===== config.mk =====
export PLATFORM = sky130hd
export DESIGN_NAME = mem_copy_engine
export DESIGN_NICKNAME = d
export VERILOG_FILES = /design/src/rtl/mem_copy_engine_pkg.sv /design/src/rtl/mem_copy_engine_copy_range_check.sv /design/src/rtl/mem_copy_engine.sv
export SDC_FILE = /design/constraint.sdc
export NUM_CORES = 1
export LEC_CHECK = 0
export ABC_AREA = 1
export BUFFER_PORTS_ARGS = -buffer_cell sky130_fd_sc_hd__clkbuf_2
export CORE_MARGIN = 1
export CORE_UTILIZATION = 35
export CTS_BUF_LIST = sky130_fd_sc_hd__clkbuf_8
export CTS_CLUSTER_SIZE = 20
export DETAILED_ROUTE_END_ITERATION = 6
export PLACE_DENSITY = 0.54
export SETUP_SLACK_MARGIN = 0.2
export SKIP_LAST_GASP = 1
export SLEW_MARGIN = 20
export SYNTH_ARGS = -nofsm -noshare
export SYNTH_HDL_FRONTEND = slang
export SYNTH_SLANG_ARGS = --single-unit

===== constraint.sdc =====
create_clock -name clock -period 6.1 [get_ports clock]
set_input_delay 1.22 -clock clock [delete_from_list [all_inputs] [get_ports clock]]
set_output_delay 1.22 -clock clock [all_outputs]
set_load 0.05 [all_outputs]

===== src/rtl/mem_copy_engine_pkg.sv =====
// mem_copy_engine_pkg
//   Shared constants for the memory copy engine: FSM state encodings and
//   the size of the word-addressed data memory.
//   No ports; imported by mem_copy_engine and copy_range_check.
package mem_copy_engine_pkg;

  // Number of addressable words in the data memory (addr[9:0] decoded).
  localparam int unsigned MEM_WORDS = 1024;

  // Copy FSM state encoding (3-bit, fixed values).
  typedef enum logic [2:0] {
    ST_IDLE  = 3'd0,
    ST_CHECK = 3'd1,
    ST_READ  = 3'd2,
    ST_WRITE = 3'd3,
    ST_FIN   = 3'd4
  } state_e;

endpackage


===== src/rtl/mem_copy_engine_copy_range_check.sv =====
// copy_range_check
//   Combinational validation of a latched copy request. Flags requests
//   whose source or destination run past the end of memory, and forward
//   overlaps (src < dst < src+len) that a forward-only copy would corrupt.
// Ports:
//   src     in  32     first source word index
//   dst     in  32     first destination word index
//   len     in  LEN_W  number of words
//   reject  out 1      request must be refused
module copy_range_check
  import mem_copy_engine_pkg::*;
#(
  parameter int unsigned MEM_WORDS_P = MEM_WORDS,
  parameter int unsigned LEN_W       = 11
) (
  input  logic [31:0]      src,
  input  logic [31:0]      dst,
  input  logic [LEN_W-1:0] len,
  output logic             reject
);

  // Sums are formed at LEN_W+32 bits so neither end address can wrap.
  localparam int unsigned SW = LEN_W + 32;

  logic [SW-1:0] src_w;
  logic [SW-1:0] dst_w;
  logic [SW-1:0] len_w;
  logic [SW-1:0] limit_w;
  logic [SW-1:0] src_end;
  logic [SW-1:0] dst_end;

  // Bounds and forward-overlap evaluation.
  always_comb begin
    src_w   = {{LEN_W{1'b0}}, src};
    dst_w   = {{LEN_W{1'b0}}, dst};
    len_w   = {32'd0, len};
    limit_w = SW'(MEM_WORDS_P);
    src_end = src_w + len_w;
    dst_end = dst_w + len_w;
    reject  = (src_end > limit_w) ||
              (dst_end > limit_w) ||
              ((src_w < dst_w) && (dst_w < src_end));
  end

endmodule


===== src/rtl/mem_copy_engine.sv =====
// mem_copy_engine
//   Bus initiator copying a block of words from a source region to a
//   destination region of the word-addressed data memory, one word every
//   two cycles (READ then WRITE). Requests are validated for one cycle
//   (CHECK) before any memory access; rejected requests pulse err.
// Ports:
//   clock     in  1      system clock, state updates on posedge
//   reset     in  1      asynchronous active-low reset
//   start     in  1      request pulse, sampled only in IDLE
//   src_addr  in  32     first source word index
//   dst_addr  in  32     first destination word index
//   len       in  LEN_W  words to copy
//   busy      out 1      request in progress (CHECK..FIN)
//   done      out 1      one-cycle completion pulse
//   err       out 1      one-cycle reject pulse
//   mem_ren   out 1      memory read enable
//   mem_wen   out 1      memory write enable
//   mem_addr  out 32     memory word address
//   mem_din   out 32     memory write data
//   mem_dout  in  32     memory read data (combinational while ren=1)
module mem_copy_engine
  import mem_copy_engine_pkg::*;
#(
  parameter int unsigned MEM_WORDS_P = MEM_WORDS,
  parameter int unsigned LEN_W       = 11
) (
  input  logic             clock,
  input  logic             reset,
  input  logic             start,
  input  logic [31:0]      src_addr,
  input  logic [31:0]      dst_addr,
  input  logic [LEN_W-1:0] len,
  output logic             busy,
  output logic             done,
  output logic             err,
  output logic             mem_ren,
  output logic             mem_wen,
  output logic [31:0]      mem_addr,
  output logic [31:0]      mem_din,
  input  logic [31:0]      mem_dout
);

  state_e           state_q, state_d;
  logic [31:0]      src_q, src_d;
  logic [31:0]      dst_q, dst_d;
  logic [LEN_W-1:0] len_q, len_d;
  logic [LEN_W-1:0] cnt_q, cnt_d;
  logic [31:0]      buf_q, buf_d;
  logic             err_q, err_d;
  logic             ren_q, ren_d;
  logic             wen_q, wen_d;
  logic [31:0]      addr_q, addr_d;
  logic [31:0]      din_q, din_d;
  logic             reject_s;

  copy_range_check #(
    .MEM_WORDS_P (MEM_WORDS_P),
    .LEN_W       (LEN_W)
  ) u_range_check (
    .src    (src_q),
    .dst    (dst_q),
    .len    (len_q),
    .reject (reject_s)
  );

  // Next-state, datapath and next memory-port values.
  always_comb begin
    state_d = state_q;
    src_d   = src_q;
    dst_d   = dst_q;
    len_d   = len_q;
    cnt_d   = cnt_q;
    buf_d   = buf_q;
    err_d   = 1'b0;
    ren_d   = 1'b0;
    wen_d   = 1'b0;
    addr_d  = 32'd0;
    din_d   = 32'd0;

    case (state_q)
      ST_IDLE: begin
        if (start) begin
          src_d   = src_addr;
          dst_d   = dst_addr;
          len_d   = len;
          state_d = ST_CHECK;
        end else begin
          state_d = ST_IDLE;
        end
      end
      ST_CHECK: begin
        // err is registered so it lands in the IDLE cycle, where busy is 0.
        if (reject_s) begin
          err_d   = 1'b1;
          state_d = ST_IDLE;
        end else if (len_q == {LEN_W{1'b0}}) begin
          state_d = ST_FIN;
        end else begin
          cnt_d   = {LEN_W{1'b0}};
          state_d = ST_READ;
        end
      end
      ST_READ: begin
        buf_d   = mem_dout;
        state_d = ST_WRITE;
      end
      ST_WRITE: begin
        cnt_d = cnt_q + LEN_W'(1);
        if ((cnt_q + LEN_W'(1)) == len_q) begin
          state_d = ST_FIN;
        end else begin
          state_d = ST_READ;
        end
      end
      ST_FIN: begin
        state_d = ST_IDLE;
      end
      default: begin
        state_d = ST_IDLE;
      end
    endcase

    // Port values are computed for the state being entered and registered,
    // so the memory sees stable, glitch-free strobes across the negedge.
    case (state_d)
      ST_READ: begin
        ren_d  = 1'b1;
        addr_d = src_q + 32'(cnt_d);
      end
      ST_WRITE: begin
        wen_d  = 1'b1;
        addr_d = dst_q + 32'(cnt_d);
        din_d  = buf_d;
      end
      default: begin
        ren_d  = 1'b0;
        wen_d  = 1'b0;
      end
    endcase
  end

  // State, request latch, counter, buffer and registered port outputs.
  always_ff @(posedge clock or negedge reset) begin
    if (!reset) begin
      state_q <= ST_IDLE;
      src_q   <= 32'd0;
      dst_q   <= 32'd0;
      len_q   <= {LEN_W{1'b0}};
      cnt_q   <= {LEN_W{1'b0}};
      buf_q   <= 32'd0;
      err_q   <= 1'b0;
      ren_q   <= 1'b0;
      wen_q   <= 1'b0;
      addr_q  <= 32'd0;
      din_q   <= 32'd0;
    end else begin
      state_q <= state_d;
      src_q   <= src_d;
      dst_q   <= dst_d;
      len_q   <= len_d;
      cnt_q   <= cnt_d;
      buf_q   <= buf_d;
      err_q   <= err_d;
      ren_q   <= ren_d;
      wen_q   <= wen_d;
      addr_q  <= addr_d;
      din_q   <= din_d;
    end
  end

  assign busy     = (state_q != ST_IDLE);
  assign done     = (state_q == ST_FIN);
  assign err      = err_q;
  assign mem_ren  = ren_q;
  assign mem_wen  = wen_q;
  assign mem_addr = addr_q;
  assign mem_din  = din_q;

endmodule


# Word level (Yosys, flattened, before mapping)
# Index checks and enable logic that the tools add are counted.
# word_totals
latch_bits	0
mem_count	0
ramBits	0
mem_bits_ro	0
regBits	188
inputBits	110
word_cells	49
# op_classes
reduce_logical	7
eq_ne	7
multipliers	0
n_bitwise	0
mux	15
shifts	0
div_mod_pow	0
add_sub_neg	5
order_cmp	4
# ops
operator	n
greater-than comparator 43 x 11 -> 1 bit (second input constant)	2
adder 32 x 11 -> 33 bit	2
adder 32 x 11 -> 32 bit	2
two-way mux 32 bit	2
one-hot mux 32 bit (2 select lines)	1
less-than comparator 32 x 43 -> 1 bit	1
less-than comparator 32 bit	1
two-way mux 11 bit	2
one-hot mux 11 bit (2 select lines)	1
== test 3 x 2 -> 1 bit (second input constant)	4
one-hot mux 3 bit (4 select lines)	1
adder 11 x 1 -> 11 bit (second input constant)	1
== test 11 bit	1
zero test 11 bit	1
two-way mux 3 bit	3
two-way mux 1 bit	5
== test 3 x 1 -> 1 bit (second input constant)	1
== test 3 bit (second input constant)	1
zero test 3 bit	1
nonzero test 3 bit	1
logical OR 1 bit	2
AND reduction 2 bit	1
logical AND 1 bit	1

# Longest topological paths before layout
# depth
ltp_word	8
ltp_mapped	41
ltp_nobuf	40

# By module
# A second synthesis with hierarchy kept.
# hier_totals
hier_cells	1938
area_unflattened_um2	12862.3
# modules_own_cells
module	cells_per_inst	n_inst	area_per_inst_um2	seq_area_each_um2
mem_copy_engine	991	1	7943.9	3903.7
copy_range_check	947	1	4918.5	0.0

# Worst setup path after synthesis
# Ideal clock, no wire load.
# synth_timing
path_type	flip-flop to flip-flop
startpoint	register len_q[0]
endpoint	register addr_q[24] (netlist: mem_addr[24])
n_path_buf	1
synth_period_minus_slack_ps	5318
arrival_time_ps	5195
path_slack_ps	782
path_stages_with_launch	40
setup_time_ps	123
path_cell_list	dfrtp_1 -> ha_1 -> inv_1 -> fa_1 -> inv_1 -> nand2_1 -> nand3_1 -> nand2_1 -> nand2_1 -> xor2_1 -> inv_1 -> ha_1 -> nand2_1 -> nor2_1 -> nand3_1 -> o2111ai_1 -> nand4_1 -> nand3_1 -> [4 not listed] -> nand2_1 -> nand2_2 -> nand4_4 -> buf_6 -> o21ai_1 -> inv_1 -> ha_1 -> inv_1 -> fa_1 -> o31ai_1 -> inv_1 -> o31ai_1 -> and3_1 -> and2_1 -> nand3_1 -> nor2_1 -> xor2_1 -> a21oi_2
# synth_via
elab_chain_cells	8
elab_cells_between_ends	22
classes_between	4 x add/sub; 3 x order compare; 3 x eq/ne; 8 x mux; 4 x reduce/logical
# synth_lines
item	line_no	source
start: declaration	mem_copy_engine.sv:46	logic [LEN_W-1:0] len_q, len_d;
start signal: assignment	mem_copy_engine.sv:148	len_q <= {LEN_W{1'b0}};
start signal: assignment	mem_copy_engine.sv:160	len_q <= len_d;
adder 32 x 11 -> 33 bit (on tied branches)	mem_copy_engine_copy_range_check.sv:38, mem_copy_engine_copy_range_check.sv:39	
greater-than comparator 43 x 11 -> 1 bit (tied with other cells)	mem_copy_engine_copy_range_check.sv:40	reject = (src_end > limit_w) ||
logical OR 1 bit / logical AND 1 bit (equally long branches)	mem_copy_engine_copy_range_check.sv:40, mem_copy_engine_copy_range_check.sv:42	
logical OR 1 bit	mem_copy_engine_copy_range_check.sv:41	(dst_end > limit_w) ||
two-way mux 11 bit *	mem_copy_engine.sv:93	if (reject_s) begin
one-hot mux 11 bit (2 select lines) *	mem_copy_engine.sv:80	case (state_q)
net cnt_d[0]	mem_copy_engine.sv:47	logic [LEN_W-1:0] cnt_q, cnt_d;
adder 32 x 11 -> 32 bit (on tied branches)	mem_copy_engine.sv:132, mem_copy_engine.sv:128	
one-hot mux 32 bit (2 select lines) *	mem_copy_engine.sv:125	case (state_d)
net addr_d[24]	mem_copy_engine.sv:52	logic [31:0] addr_q, addr_d;
end signal: assignment	mem_copy_engine.sv:166	addr_q <= addr_d;
end: declaration	mem_copy_engine.sv:52	
# Mark *: on every way through the listed nets, which the timed path passes. The rest lies on a longest branch.
# A chain may end at the register's enable or synchronous reset.

# Worst setup path in the final report
# layout_timing
startpoint	register src_q[5]
endpoint	register addr_q[27] (netlist: mem_addr[27])
# layout_via
elab_chain_cells	8
elab_cells_between_ends	16
classes_between	3 x add/sub; 3 x order compare; 2 x eq/ne; 5 x mux; 3 x reduce/logical
# layout_lines
item	line_no	source
start: declaration	mem_copy_engine.sv:44	logic [31:0] src_q, src_d;
start signal: assignment	mem_copy_engine.sv:158	src_q <= src_d;
adder 32 x 11 -> 33 bit	mem_copy_engine_copy_range_check.sv:38	src_end = src_w + len_w;
greater-than comparator 43 x 11 -> 1 bit / less-than comparator 32 x 43 -> 1 bit (equally long branches)	mem_copy_engine_copy_range_check.sv:40, mem_copy_engine_copy_range_check.sv:42	
logical OR 1 bit / logical AND 1 bit (equally long branches)	mem_copy_engine_copy_range_check.sv:40, mem_copy_engine_copy_range_check.sv:42	
logical OR 1 bit *	mem_copy_engine_copy_range_check.sv:41	
two-way mux 11 bit *	mem_copy_engine.sv:93	
one-hot mux 11 bit (2 select lines) *	mem_copy_engine.sv:80	
net cnt_d[5]	mem_copy_engine.sv:47	
adder 32 x 11 -> 32 bit (on tied branches)	mem_copy_engine.sv:132, mem_copy_engine.sv:128	
one-hot mux 32 bit (2 select lines) *	mem_copy_engine.sv:125	
net addr_d[27]	mem_copy_engine.sv:52	
# Marks and branches as above.

==> summary.txt <==
Run status
  – Status: finished, final reports clean

Yosys
  – Syn_area_per_cell: 7.12 um^2
  – Multiplexer share of the synthesized area: 0.0150
  – Post-synthesis xor/xnor area fraction: 0.0414
  – Synth Area in Compound Gates: 0.121
  – Yosys top cell area share: 0.325
  – Most instantiated cells after synthesis: nand2_1 (375), inv_1 (239), nor2_1 (221)
  – Count of flip-flops with a built-in enable after synthesis: 0
  – Post-synthesis sequential area ratio: 0.325
  – Dominant cell type by area after synthesis: dfrtp_1
  – Synth area leaders: dfrtp_1 (32%), nand2_1 (12%), ha_1 (9.6%), inv_1 (7.5%), nor2_1 (6.9%)
  – Post-synth cell types: 59
  – Ys async rst share: 1.00
  – Post-Synthesis Cell Area: about 0.012 mm^2
  – Most used DFF post-synth: dfrtp_1
  – Post-Syn Instances: approximately 1.7k
  – Yosys reg bits: ~160
  – Syn_nets: ~1.9k
  – Synth Area in Adders: 0.101
  – Most numerous cell in the Yosys netlist: nand2_1
  – Synth warnings: 0
  – Synth Area in Simple Gates: 0.306
  – Main combinational cell family by area after synthesis: simple AND/OR/NAND/NOR gates

Clock network
  – CTS Hold Bufs: 0
  – H-Tree Depth: 4
  – TritonCTS clock tree: yes
  – Clock Pin Slew Worst Setup and Hold Paths: about 90 ps
  – CTS root buf: clkbuf_8
  – Cts bufs inserted: 17
  – CTS Sinks: ~160
  – Later-pin clock latency in the skew report: ~500 ps
  – Worst-case clock buffer depth: 2

Cells and area
  – Area grow syn2layout: 17.9%
  – # diodes: 0
  – Cell Count, Final, Fillers Out: roughly 2.4k
  – Nets: 2096
  – Share of cells above drive strength 1: 0.200
  – Fillcell total: ~3.6k

Timing
  – Part of the cycle the worst path needs: 0.909
  – Final Slew Violations: 0
  – Fmax: 180 MHz
  – Setup-failing EPs final: 0
  – Headroom to the max-slew limit: 0.293
  – Final Hold Fails: 0
  – RSZ-0062 raised after global routing: no
  – TNS Setup: 0 ps
  – Worst-Margin Slew: 1060 ps
  – Worst Skew: 21.2 ps
  – Minimum clock period: ~5500 ps

Die
  – Die width: around 190 um
  – Core area: 0.0337 mm^2
  – Chip Height: 187 um
  – Initial Util: 0.357
  – Die area: roughly 0.035 mm^2
  – Core Rows: 67
  – I/O Pins: approximately 180

Placed design
  – Final HPWL DP: 32.2 mm
  – IO buf count: roughly 180
  – GP Congestion: about 0.92
  – Inst Count DP: about 2.3k

Drt
  – Drt drc: 0
  – Final ANT Viol Nets: 0
  – Drt first pass iters: 6
  – Initial drt markers: between 800 and 900
  – Via count: 11.8k
  – Final wirelength: 39.6 mm
  – DR vias/cell: 5.00
  – DR WL/cell: ~17 um

Run
  – Max-cap check violation count: 0

Pwr
  – Combinational Power Share: 0.421
  – LEAKAGE: 7.63 nW
  – Sequential power share: 0.361
  – Switching power: between 0.001 and 0.0015 W
  – Sw frac: 0.441
  – Power per standard cell area: between 200 and 250 mW/mm^2
  – VDD IR-drop max: about 140 uV
  – Clock power frac: 0.218
  – Int Pwr: approximately 0.0019 W

Critical path
  – Worst Path Required: between 6000 and 7000 ps
  – Critical path's top delay family: simple AND/OR/NAND/NOR gates
  – CP dominant cell by count: nand2_1
  – Slowest stage delay, CP: about 440 ps
  – Crit-path max FO: 6
  – CP max-delay cell: dfrtp_1
  – Buffers plus inverters on the worst setup path: 3
  – Setup CP Type: reg2reg
  – R2r setup slk: about 560 ps
  – Worst path arrival time: roughly 6000 ps
  – CP Launch Type: register
  – Worst Setup End Kind: register

Global routing
  – GRT Util Overall: 0.228
  – Congestion Overflow GR: 0
  – Vias in the first global route: roughly 11k
  – First-pass GRT wire length: 61.6 mm
  – Largest net degree at the start of global routing: 91
  – Initial antenna violation count: 0

Worst hold path
  – Worst min path class: reg2reg
-- layer usage --
metal  part of all wire  GRT usage  vias to the layer above
li1                   -          -                     5901
met1               0.47      0.312                     5498
met2               0.45      0.370                      318
met3              0.052     0.0332                       45
met4              0.021     0.0709                        0
met5                  0          0                        -
-- registers in the layout, indices dropped and copies added, names as in the netlist --
register and cells:
cnt_q 11, dst_q 32, err 1, len_q 11, mem_addr 32, mem_din 32, mem_ren 1, mem_wen 1
src_q 32, state_q 3
-- area by class of cell --
| cell class | count | area [um^2] | area share |
|---|---|---|---|
| clock buffer | 17 | 234 | 0.0165 |
| tap | 448 | 561 | 0.0395 |
| timing repair buffer | 217 | 1190 | 0.0839 |
| clock inverter | 15 | 114 | 0.00803 |
| inverter | 247 | 928 | 0.0655 |
| sequential | 156 | 3910 | 0.275 |
| multi-input combinational | 1252 | 7250 | 0.511 |
-- layout by cell type, fill, tap and decap left out, drive strengths merged, types with 6 or more instances in the layout --
cell type	Yosys	final
a21oi	157	157
and2	7	7
buf	13	40
clkbuf	20	194
clkinv	2	6
dfrtp	156	156
ha	92	92
inv	245	253
mux2	16	16
nand2	387	387
nand3	117	117
nand3b	6	6
nand4	46	46
nor2	226	226
nor3	25	25
nor4	10	10
o21ai	62	62
o21bai	6	6
xnor2	12	12
xor2	44	44
-- power groups by stage --
stage | registers, W | clock network, W | logic (W)
finish | 0.00122 | 0.000739 | 0.00143
global route | 0.00123 | 0.000802 | 0.00161
CTS | 0.00122 | 0.000766 | 0.00137
detailed placement | 0.00124 | 0 | 0.00137
global placement | 0.00124 | 0 | 0.00135
floorplan | 0.00119 | 0 | 0.000951
-- path summary, 6_finish.rpt --
check                                       from                endpoint  cells after the start
min reg2reg                src_q[15]$_DFFE_PN0P_   src_q[15]$_DFFE_PN0P_                      2
max reg2reg                 src_q[5]$_DFFE_PN0P_  mem_addr[27]$_DFF_PN0_                     37
max                         src_q[5]$_DFFE_PN0P_  mem_addr[27]$_DFF_PN0_                     37
min                        src_q[15]$_DFFE_PN0P_   src_q[15]$_DFFE_PN0P_                      2
max in group asynchronous                  reset  mem_addr[16]$_DFF_PN0_                      2
min in group asynchronous                  reset   mem_din[26]$_DFF_PN0_                      1
-- what timing repair did --
action / CTS / global route
setup endpoints to repair: 6 / 20
pin swaps: 0 / 17
setup buffers: 1 / 8
gates resized for setup: 4 / 45
cloned: 0 / 0
-- worst register-to-register path: cells and delay by family, from the launching register on --
family                     cells  cell delay, ps
AOI/OAI and AO/OA              4             440
xor gates and xnor gates       1             210
adders and majority gates      3            1000
buffers and inverters          3             280
DFF                            1             440
and+or+nand+nor               26            3050
-- stage by stage --
step / utilization / hold slack [ps] / power [W] / instance area (um^2) / worst slack (ps)
6_report: 0.421 / 621 / 0.00339 / 14200 / 556
5_1_grt: 0.421 / 635 / 0.00365 / 14200 / 184
4_1_cts: 0.413 / 583 / 0.00336 / 13900 / 200
3_5_place_dp: 0.402 / 563 / 0.00261 / 13500 / 118
3_3_place_gp: 0.402 / 551 / 0.00259 / 13500 / 265
2_1_floorplan: - / 532 / 0.00214 / 12000 / 782
-- cells by family after synthesis --
kind of cell / count (synthesis)
DFF: 156
buffers and inverters: 280
adders and majority gates: 95
xor gates and xnor gates: 56
and+or+nand+nor: 838
AOI/OAI and AO/OA: 247
muxes: 16
(Power assumes the default switching activity.)
